[config.mk]
export PLATFORM = sky130hd
export DESIGN_NAME = thread_pc_unit_flat
export DESIGN_NICKNAME = d
export VERILOG_FILES = /design/src/rtl/thread_pc_unit_if.sv /design/src/rtl/thread_pc_unit.sv /design/src/flat_wrapper.sv
export SDC_FILE = /design/constraint.sdc
export NUM_CORES = 1
export LEC_CHECK = 0
export CAP_MARGIN = 20
export CORE_MARGIN = 1.5
export CORE_UTILIZATION = 32
export CTS_BUF_LIST = sky130_fd_sc_hd__clkbuf_4 sky130_fd_sc_hd__clkbuf_8 sky130_fd_sc_hd__clkbuf_16
export DETAILED_ROUTE_END_ITERATION = 6
export PLACE_DENSITY = 0.77
export SLEW_MARGIN = 30
export SYNTH_ARGS = -nofsm -noshare
export SYNTH_HDL_FRONTEND = slang
export SYNTH_SLANG_ARGS = --single-unit
[constraint.sdc]
create_clock -name clk -period 2.25 [get_ports clk]
set_clock_uncertainty 0.2 [all_clocks]
set_input_delay 0.45 -clock clk [delete_from_list [all_inputs] [get_ports clk]]
set_output_delay 0.45 -clock clk [all_outputs]
set_load 0.005 [all_outputs]
[src/rtl/thread_pc_unit_if.sv]
`default_nettype none
// ============================================================================
// Module      : thread_pc_unit_if
// Description : Decode/ALU-side bundle for the per-thread PC and NZP unit.
// Revision    : 1.0 - initial release
// ============================================================================
interface thread_pc_unit_if #(
  parameter int PC_BITS   = 8,
  parameter int DATA_BITS = 8
) ();
  logic                 enable;
  logic [2:0]           core_state;
  logic [2:0]           decoded_nzp;
  logic [PC_BITS-1:0]   decoded_immediate;
  logic                 decoded_nzp_write_enable;
  logic                 decoded_pc_mux;
  logic                 decoded_call;
  logic                 decoded_ret;
  logic [DATA_BITS-1:0] alu_out;
  logic [PC_BITS-1:0]   current_pc;
  logic [PC_BITS-1:0]   next_pc;
  logic [2:0]           nzp;
  logic                 ras_overflow;
  logic                 ras_underflow;

  modport master (
    output enable, core_state, decoded_nzp, decoded_immediate,
           decoded_nzp_write_enable, decoded_pc_mux, decoded_call,
           decoded_ret, alu_out, current_pc,
    input  next_pc, nzp, ras_overflow, ras_underflow
  );

  modport slave (
    input  enable, core_state, decoded_nzp, decoded_immediate,
           decoded_nzp_write_enable, decoded_pc_mux, decoded_call,
           decoded_ret, alu_out, current_pc,
    output next_pc, nzp, ras_overflow, ras_underflow
  );
endinterface
`default_nettype wire

[src/rtl/thread_pc_unit.sv]
`default_nettype none
// ============================================================================
// Module      : thread_pc_unit
// Description : Per-thread next-PC resolution and NZP flag latch. Optional
//               return-address stack built when PC_RAS_EN is defined.
// Revision    : 1.0 - initial release
// ============================================================================
module thread_pc_unit #(
  parameter int PC_BITS   = 8,
  parameter int DATA_BITS = 8,
  parameter int RAS_DEPTH = 4
) (
  input  wire              clk,
  input  wire              reset,
  thread_pc_unit_if.slave  bus
);
  localparam logic [2:0]         C_ST_EXECUTE = 3'b101;
  localparam logic [2:0]         C_ST_UPDATE  = 3'b110;
  localparam logic [PC_BITS-1:0] C_PC_ONE     = PC_BITS'(1);

  logic [PC_BITS-1:0] next_pc_q, next_pc_d;
  logic [2:0]         nzp_q, nzp_d;
  logic [PC_BITS-1:0] w_pc_inc;
  logic [PC_BITS-1:0] w_branch_pc;
  logic               w_exec;
  logic               w_update;

  assign w_pc_inc    = bus.current_pc + C_PC_ONE;
  assign w_exec      = bus.enable && (bus.core_state == C_ST_EXECUTE);
  assign w_update    = bus.enable && (bus.core_state == C_ST_UPDATE)
                       && bus.decoded_nzp_write_enable;
  // Flags are the ones latched by an earlier UPDATE; no bypass is needed.
  assign w_branch_pc = (bus.decoded_pc_mux && ((nzp_q & bus.decoded_nzp) != 3'b000))
                       ? bus.decoded_immediate : w_pc_inc;

  always_comb begin
    nzp_d = nzp_q;
    if (w_update) nzp_d = bus.alu_out[2:0];
  end

`ifdef PC_RAS_EN
  localparam int                    C_PTR_BITS = $clog2(RAS_DEPTH) + 1;
  localparam logic [C_PTR_BITS-1:0] C_FULL     = C_PTR_BITS'(RAS_DEPTH);
  localparam logic [C_PTR_BITS-1:0] C_PTR_ONE  = C_PTR_BITS'(1);

  logic [PC_BITS-1:0]    ras_mem_q [RAS_DEPTH];
  logic [C_PTR_BITS-1:0] sp_q, sp_d;
  logic                  ovf_q, ovf_d;
  logic                  unf_q, unf_d;
  logic                  w_push;
  logic [C_PTR_BITS-2:0] w_top_idx;
  logic                  w_unused;

  assign w_top_idx = sp_q[C_PTR_BITS-2:0] - 1'b1;
  assign w_unused  = &{1'b0, bus.alu_out};

  always_comb begin
    next_pc_d = next_pc_q;
    sp_d      = sp_q;
    ovf_d     = ovf_q;
    unf_d     = unf_q;
    w_push    = 1'b0;
    if (w_exec) begin
      if (bus.decoded_call && bus.decoded_ret) begin
        next_pc_d = w_pc_inc;
      end else if (bus.decoded_ret) begin
        if (sp_q != '0) begin
          next_pc_d = ras_mem_q[w_top_idx];
          sp_d      = sp_q - C_PTR_ONE;
        end else begin
          next_pc_d = w_pc_inc;
          unf_d     = 1'b1;
        end
      end else if (bus.decoded_call) begin
        // A call on a full stack still jumps; only the return address is lost.
        next_pc_d = bus.decoded_immediate;
        if (sp_q != C_FULL) begin
          w_push = 1'b1;
          sp_d   = sp_q + C_PTR_ONE;
        end else begin
          ovf_d  = 1'b1;
        end
      end else begin
        next_pc_d = w_branch_pc;
      end
    end
  end

  always_ff @(posedge clk) begin
    if (reset) begin
      sp_q  <= '0;
      ovf_q <= 1'b0;
      unf_q <= 1'b0;
    end else begin
      sp_q  <= sp_d;
      ovf_q <= ovf_d;
      unf_q <= unf_d;
    end
  end

  always_ff @(posedge clk) begin
    if (!reset && w_push) ras_mem_q[sp_q[C_PTR_BITS-2:0]] <= w_pc_inc;
  end

  assign bus.ras_overflow  = ovf_q;
  assign bus.ras_underflow = unf_q;
`else
  logic w_unused;
  assign w_unused = &{1'b0, bus.alu_out, bus.decoded_call, bus.decoded_ret};

  always_comb begin
    next_pc_d = next_pc_q;
    if (w_exec) next_pc_d = w_branch_pc;
  end

  assign bus.ras_overflow  = 1'b0;
  assign bus.ras_underflow = 1'b0;
`endif

  always_ff @(posedge clk) begin
    if (reset) begin
      next_pc_q <= '0;
      nzp_q     <= 3'b000;
    end else begin
      next_pc_q <= next_pc_d;
      nzp_q     <= nzp_d;
    end
  end

  assign bus.next_pc = next_pc_q;
  assign bus.nzp     = nzp_q;
endmodule
`default_nettype wire
[src/flat_wrapper.sv]
// flat-port wrapper written by rule: the top's interface ports become plain ports
module thread_pc_unit_flat 
#(
  parameter int PC_BITS   = 8,
  parameter int DATA_BITS = 8,
  parameter int RAS_DEPTH = 4
)
  (clk, reset, bus_enable, bus_core_state, bus_decoded_nzp, bus_decoded_immediate, bus_decoded_nzp_write_enable, bus_decoded_pc_mux, bus_decoded_call, bus_decoded_ret, bus_alu_out, bus_current_pc, bus_next_pc, bus_nzp, bus_ras_overflow, bus_ras_underflow);
  thread_pc_unit_if #(.PC_BITS(PC_BITS), .DATA_BITS(DATA_BITS)) bus_i ();
  input  wire clk;
  input  wire reset;
  input wire logic [$bits(bus_i.enable)-1:0] bus_enable;
  input wire logic [$bits(bus_i.core_state)-1:0] bus_core_state;
  input wire logic [$bits(bus_i.decoded_nzp)-1:0] bus_decoded_nzp;
  input wire logic [$bits(bus_i.decoded_immediate)-1:0] bus_decoded_immediate;
  input wire logic [$bits(bus_i.decoded_nzp_write_enable)-1:0] bus_decoded_nzp_write_enable;
  input wire logic [$bits(bus_i.decoded_pc_mux)-1:0] bus_decoded_pc_mux;
  input wire logic [$bits(bus_i.decoded_call)-1:0] bus_decoded_call;
  input wire logic [$bits(bus_i.decoded_ret)-1:0] bus_decoded_ret;
  input wire logic [$bits(bus_i.alu_out)-1:0] bus_alu_out;
  input wire logic [$bits(bus_i.current_pc)-1:0] bus_current_pc;
  output wire logic [$bits(bus_i.next_pc)-1:0] bus_next_pc;
  output wire logic [$bits(bus_i.nzp)-1:0] bus_nzp;
  output wire logic [$bits(bus_i.ras_overflow)-1:0] bus_ras_overflow;
  output wire logic [$bits(bus_i.ras_underflow)-1:0] bus_ras_underflow;
  assign bus_i.enable = bus_enable;
  assign bus_i.core_state = bus_core_state;
  assign bus_i.decoded_nzp = bus_decoded_nzp;
  assign bus_i.decoded_immediate = bus_decoded_immediate;
  assign bus_i.decoded_nzp_write_enable = bus_decoded_nzp_write_enable;
  assign bus_i.decoded_pc_mux = bus_decoded_pc_mux;
  assign bus_i.decoded_call = bus_decoded_call;
  assign bus_i.decoded_ret = bus_decoded_ret;
  assign bus_i.alu_out = bus_alu_out;
  assign bus_i.current_pc = bus_current_pc;
  assign bus_next_pc = bus_i.next_pc;
  assign bus_nzp = bus_i.nzp;
  assign bus_ras_overflow = bus_i.ras_overflow;
  assign bus_ras_underflow = bus_i.ras_underflow;
  thread_pc_unit #(.PC_BITS(PC_BITS), .DATA_BITS(DATA_BITS), .RAS_DEPTH(RAS_DEPTH)) u_core (.clk(clk), .reset(reset), .bus(bus_i));
endmodule
# [Word-level counts from Yosys, hierarchy flattened]
# Cells that the tools add are included.
[word_totals] register_bits=11 out_inout_bits=13 inputBits=37
[op_classes] addsub=1 eq_ne=2 mux=1 bitwise=1 n_reduce_logical=5
[op_table] op="$add A8 B1 Y8 const B" count=1
[op_table] op="$mux W8" count=1
[op_table] op="$eq A3 B3 Y1 const B" count=2
[op_table] op="$logic_and A1 B1 Y1" count=4
[op_table] op="$and A3 B3 Y3" count=1
[op_table] op="$reduce_bool A3 Y1" count=1

# [Depth between registers and ports, before layout]
[depth] ltp_word=4 depth_mapped=5 mapped_depth_nobuf=5

# [Worst setup path after synthesis]
# No wires, ideal clock.
[synth_path] kind="input-to-reg" from="in bus_decoded_nzp[0]" to="reg u_core.next_pc_q[5] (netlist: u_core.bus.next_pc[5])" t_arrival_ps=1605 slack_ps=376 cell_stages=4 setup_time_ps=69 path_cell_list="a222oi_1 > nor2_2 > or3_4 > o21ai_1"
[synth_via] elab_chain_cells=4
[synth_lines] item="start, declared" line_no="flat_wrapper.sv:14" rtl="input wire logic [$bits(bus_i.decoded_nzp)-1:0] bus_decoded_nzp;"
[synth_lines] item="$and A3 B3 Y3" line_no="thread_pc_unit.sv:33" rtl="assign w_branch_pc = (bus.decoded_pc_mux && ((nzp_q & bus.decoded_nzp) != 3'b000))"
[synth_lines] item="$reduce_bool A3 Y1" line_no="thread_pc_unit.sv:33"
[synth_lines] item="$logic_and A1 B1 Y1" line_no="thread_pc_unit.sv:33"
[synth_lines] item="$mux W8" line_no="thread_pc_unit.sv:34" rtl="? bus.decoded_immediate : w_pc_inc;"
[synth_lines] item="end signal, assigned" line_no="thread_pc_unit.sv:125" rtl="next_pc_q <= next_pc_d;"
[synth_lines] item="end, declared" line_no="thread_pc_unit.sv:21" rtl="logic [PC_BITS-1:0] next_pc_q, next_pc_d;"
# Every way passes these cells.
# A chain may end at the register's enable or synchronous reset.

# [Worst setup path in the final report]
# Ends and elaborated chain as after synthesis.

==> metrics list <==
- The flow ran to the end, and the final reports show no timing, DRC or antenna violations.
- Die height: about 47 µm
* Largest net degree at the start of global routing: 9
* Initial cell density of the core: 0.350
- Data required, critical path: roughly 2.3 ns
* Leakage power: approximately 0.38 nW
- In this run the mean area of a mapped cell was a little under 8 µm².
- Final critical delay including setup and external delays: around 2 ns
- Total die area: 2200 µm²
- Via count of the first global-routing pass: between 600 and 700
* Fraction of layout instances using a drive strength above 1: 0.0813
- In this run the worst hold path is classified as flip-flop to flip-flop.
* Flop-to-flop setup slack: between 0.5 and 0.6 ns
* Detailed-route DRC error count: 0
- Routing layer with the top usage in global route: met2
- Signed area change from the synthesized netlist to the final layout: 76.5%
- Of the total power, combinational logic draws 0.229.
* Termination of the worst setup path: u_core.bus.next_pc[5]
* Fraction of synthesized area in multiplexers: 0
- In the routed layout, each cell is associated on average with a via count of 4.85.
- Largest driver fanout on the critical path: 6
- In the finished design, the share of the clock period the worst path needs comes to 0.875.
- First-pass detailed-route iteration total: 4
* Clock insertion delay at the later pin of the skew report: about 0.27 ns
- The Yosys step of the flow raised 0 warnings.
* Global-route wire length before repair: between 2 and 3 mm
- Leaving out fill and tap cells, the most frequent cell in the layout is sky130_fd_sc_hd__clkdlybuf4s50_1.
* Number of cell instances on the worst register-to-register path: 5
* Routed wire length per instance: 11.8 µm
- For met3 alone, demand over resource in global routing was 0.0154.
- Fmax achieved: 508 MHz
- The number of endpoints with negative hold slack in the final report came to 0.
* Met2 Resource Use GR: 0.312
- For met1 alone, demand over resource in global routing was 0.212.
- RSZ-0062 raised after global routing: false
* Pwr dens: around 410 nW/µm²
- Startpoint of the most critical setup path: bus_decoded_nzp[0]
- Share of total power in sequential cells: 0.446
- Of the total synthesized cell area, the portion taken by full adders, half adders and majority gates is 0.0202.
- Sort of element at the start of the critical path: primary input
* Port-buffer cells: 40
- Nets@finish: 162
* GRT Total Usage: 0.178
- Worst hold slack: 0.255 ns
- Top cell type's share of synthesized area: 0.356
* Dominant combinational cell family by area after synthesis: simple AND/OR/NAND/NOR gates
* Clk pwr share: 0.326
- I/O pins: 50
- Placed instance area: 1060 µm²
- Xor/xnor cell area share of the yosys netlist: 0.0850
* H-tree lvl count: 1
- Pint: 0.347 mW
* Routed via count: between 700 and 800
* Simple-gate share of the synthesized area: 0.257
- After routing the design area is around 1100 µm².
* Total setup buffers inserted after CTS: 0
- IR Drop Worst-Case VDD: 0.215 mV
* Number of gates given a new drive strength after cts: 0
- Cell Rows: 15
- Counting flops and latches in the post-synthesis netlist gives 11.
- The synthesized design spends more area on one cell type than any other, namely sky130_fd_sc_hd__dfxtp_1.
- Across the run, the number of max-cap violations was 0.
- Detailed router's first-iteration violation count: 11
- In the layout the commonest cells are 40 x sky130_fd_sc_hd__clkdlybuf4s50_1, 11 x sky130_fd_sc_hd__dfxtp_1, 10 x sky130_fd_sc_hd__nand2_1, 7 x sky130_fd_sc_hd__nor2_1.
- Number of nets still failing antenna checks after routing: 0
- Last weighted congestion value of the routability-driven placer: 0.774
- The floorplan step defined a core boundary enclosing 1760 µm².
- Beginning of the worst register-to-register path: u_core.bus.nzp[0]
- Clk slew on worst S/H paths: roughly 0.07 ns
- Type of destination of the critical path: flip-flop
* Start-to-end type of the worst setup path: primary input to flip-flop
- Total wire length after detailed routing: 1.75 mm
- CTS hold repair buffers: 0
* GRT overflow: 0
* Reg-to-reg critical path endpoint: u_core.bus.next_pc[5]
- In this run the deepest clock path goes through 2 buffers.
- The clock net in this run drives a total of 11 sinks.
* Largest cells by area after synthesis: sky130_fd_sc_hd__dfxtp_1 36%, sky130_fd_sc_hd__xnor2_1 8.5%, sky130_fd_sc_hd__nand2_1 6.1%, sky130_fd_sc_hd__a21oi_1 4.9%, sky130_fd_sc_hd__nor2_1 4.3%
- TritonCTS built the clock tree.
- Buffers inserted during clock tree synthesis total 3.
* Max Transition Viols Final: 0
- Fill cells in the final layout number 173.
- The synthesized-area fraction occupied by ao, oa, aoi and oai cells was 0.227.
* Antenna fix cells: 0
* Half-perimeter wire length of the detailed placement result: between 1 and 1.5 mm
- Switching share of power: 0.231
- Horiz. Die Dim: 47.0 µm
- Netlist Area Pre-Place: between 600 and 700 µm²
* Antenna violations before repair: 0
- For the worst setup path, the data arrival time is just under 2 ns.
- The analysis attributes to net switching a power of 0.105 mW.
- Counting every instance in the synthesized netlist gives approximately 80.
* Summed negative setup slack over all endpoints: 0 ns
- Clock tree synthesis selected as its root buffer the cell sky130_fd_sc_hd__clkbuf_4.
- Sequential area share after synthesis: 0.356
* Count of unique library cells instantiated by Yosys: 25
* Setup violators final: 0
-- per-stage QoR --
stage | worst slack (ns) | power, mW | util | cells
global route | 0.191 | 0.469 | 0.618 | 148
finish | 0.281 | 0.452 | 0.618 | 148
detailed placement | 0.0195 | 0.309 | 0.601 | 144
CTS | 0.273 | 0.453 | 0.618 | 148
floorplan | 0.376 | 0.237 | - | 79
global placement | 0.0262 | 0.307 | 0.601 | 144
-- critical path, cell delays in order --
cell and delay, ns:
sky130_fd_sc_hd__clkdlybuf4s50_1 0.40, sky130_fd_sc_hd__a222oi_1 0.36, sky130_fd_sc_hd__buf_4 0.20, sky130_fd_sc_hd__nor2_2 0.06, sky130_fd_sc_hd__or3_4 0.34, sky130_fd_sc_hd__o21ai_1 0.14
-- cells in the mapped netlist --
master	instances
sky130_fd_sc_hd__dfxtp_1	11
sky130_fd_sc_hd__nand2_1	10
sky130_fd_sc_hd__nor2_1	7
sky130_fd_sc_hd__a21oi_1	6
sky130_fd_sc_hd__xnor2_1	6
sky130_fd_sc_hd__nand2b_1	4
sky130_fd_sc_hd__o21ai_0	4
sky130_fd_sc_hd__a22oi_1	3
sky130_fd_sc_hd__nand3_1	3
sky130_fd_sc_hd__o21ai_1	3
sky130_fd_sc_hd__a311oi_1	2
sky130_fd_sc_hd__buf_4	2
sky130_fd_sc_hd__clkbuf_1	2
sky130_fd_sc_hd__inv_1	2
sky130_fd_sc_hd__nand4_1	2
sky130_fd_sc_hd__o221ai_1	2
sky130_fd_sc_hd__a222oi_1	1
sky130_fd_sc_hd__and4b_1	1
sky130_fd_sc_hd__conb_1	1
sky130_fd_sc_hd__ha_1	1
sky130_fd_sc_hd__nand4b_1	1
sky130_fd_sc_hd__nor2_2	1
sky130_fd_sc_hd__nor4_1	1
sky130_fd_sc_hd__o211ai_1	1
sky130_fd_sc_hd__or3_4	1
-- state kept, by name, indices dropped and copies added (netlist names) --
signal,count
u_core.bus.next_pc,8
u_core.bus.nzp,3
-- power by group through the flow --
stage | Clock (mW) | Combinational, mW | Sequential [mW]
floorplan | 0 | 0.0313 | 0.206
global placement | 0 | 0.102 | 0.206
detailed placement | 0 | 0.103 | 0.206
CTS | 0.148 | 0.104 | 0.201
global route | 0.154 | 0.113 | 0.202
finish | 0.147 | 0.103 | 0.201
-- layer usage --
metal	part of all wire	wire [µm]
met1	0.42	741
met2	0.53	926
met3	0.033	57
met4	0.011	19
met5	0	0
-- cells by family after synthesis --
| kind of cell | count (synthesis) |
|---|---|
| xor gates and xnor gates | 6 |
| AOI/OAI and AO/OA | 22 |
| adders and majority gates | 1 |
| other | 1 |
| and+or+nand+nor | 31 |
| buffers and inverters | 6 |
| DFF | 11 |
-- cell type report --
class / count / area (µm²) / area share
repair buffers: 44 / 430 / 0.394
clock buffers: 4 / 30.0 / 0.0275
well taps: 25 / 31.3 / 0.0287
inverters: 2 / 7.51 / 0.00688
flip-flops and latches: 11 / 220 / 0.202
multi-input cells: 62 / 372 / 0.341
-- worst min-delay path by stage --
| stage | depth (start not counted) | endpoint | from |
|---|---|---|---|
| 2_1_floorplan | 2 | u_core.bus.next_pc[2] | u_core.bus.next_pc[2] |
| 4_1_cts | 2 | u_core.bus.next_pc[2] | u_core.bus.next_pc[2] |
| 5_1_grt | 2 | u_core.bus.next_pc[4] | u_core.bus.next_pc[4] |
| 6_report | 2 | u_core.bus.next_pc[2] | u_core.bus.next_pc[2] |
| 3_5_place_dp | 2 | u_core.bus.next_pc[2] | u_core.bus.next_pc[2] |
| 3_3_place_gp | 2 | u_core.bus.next_pc[3] | u_core.bus.next_pc[3] |
No activity file was read; power rests on OpenSTA's default activity.
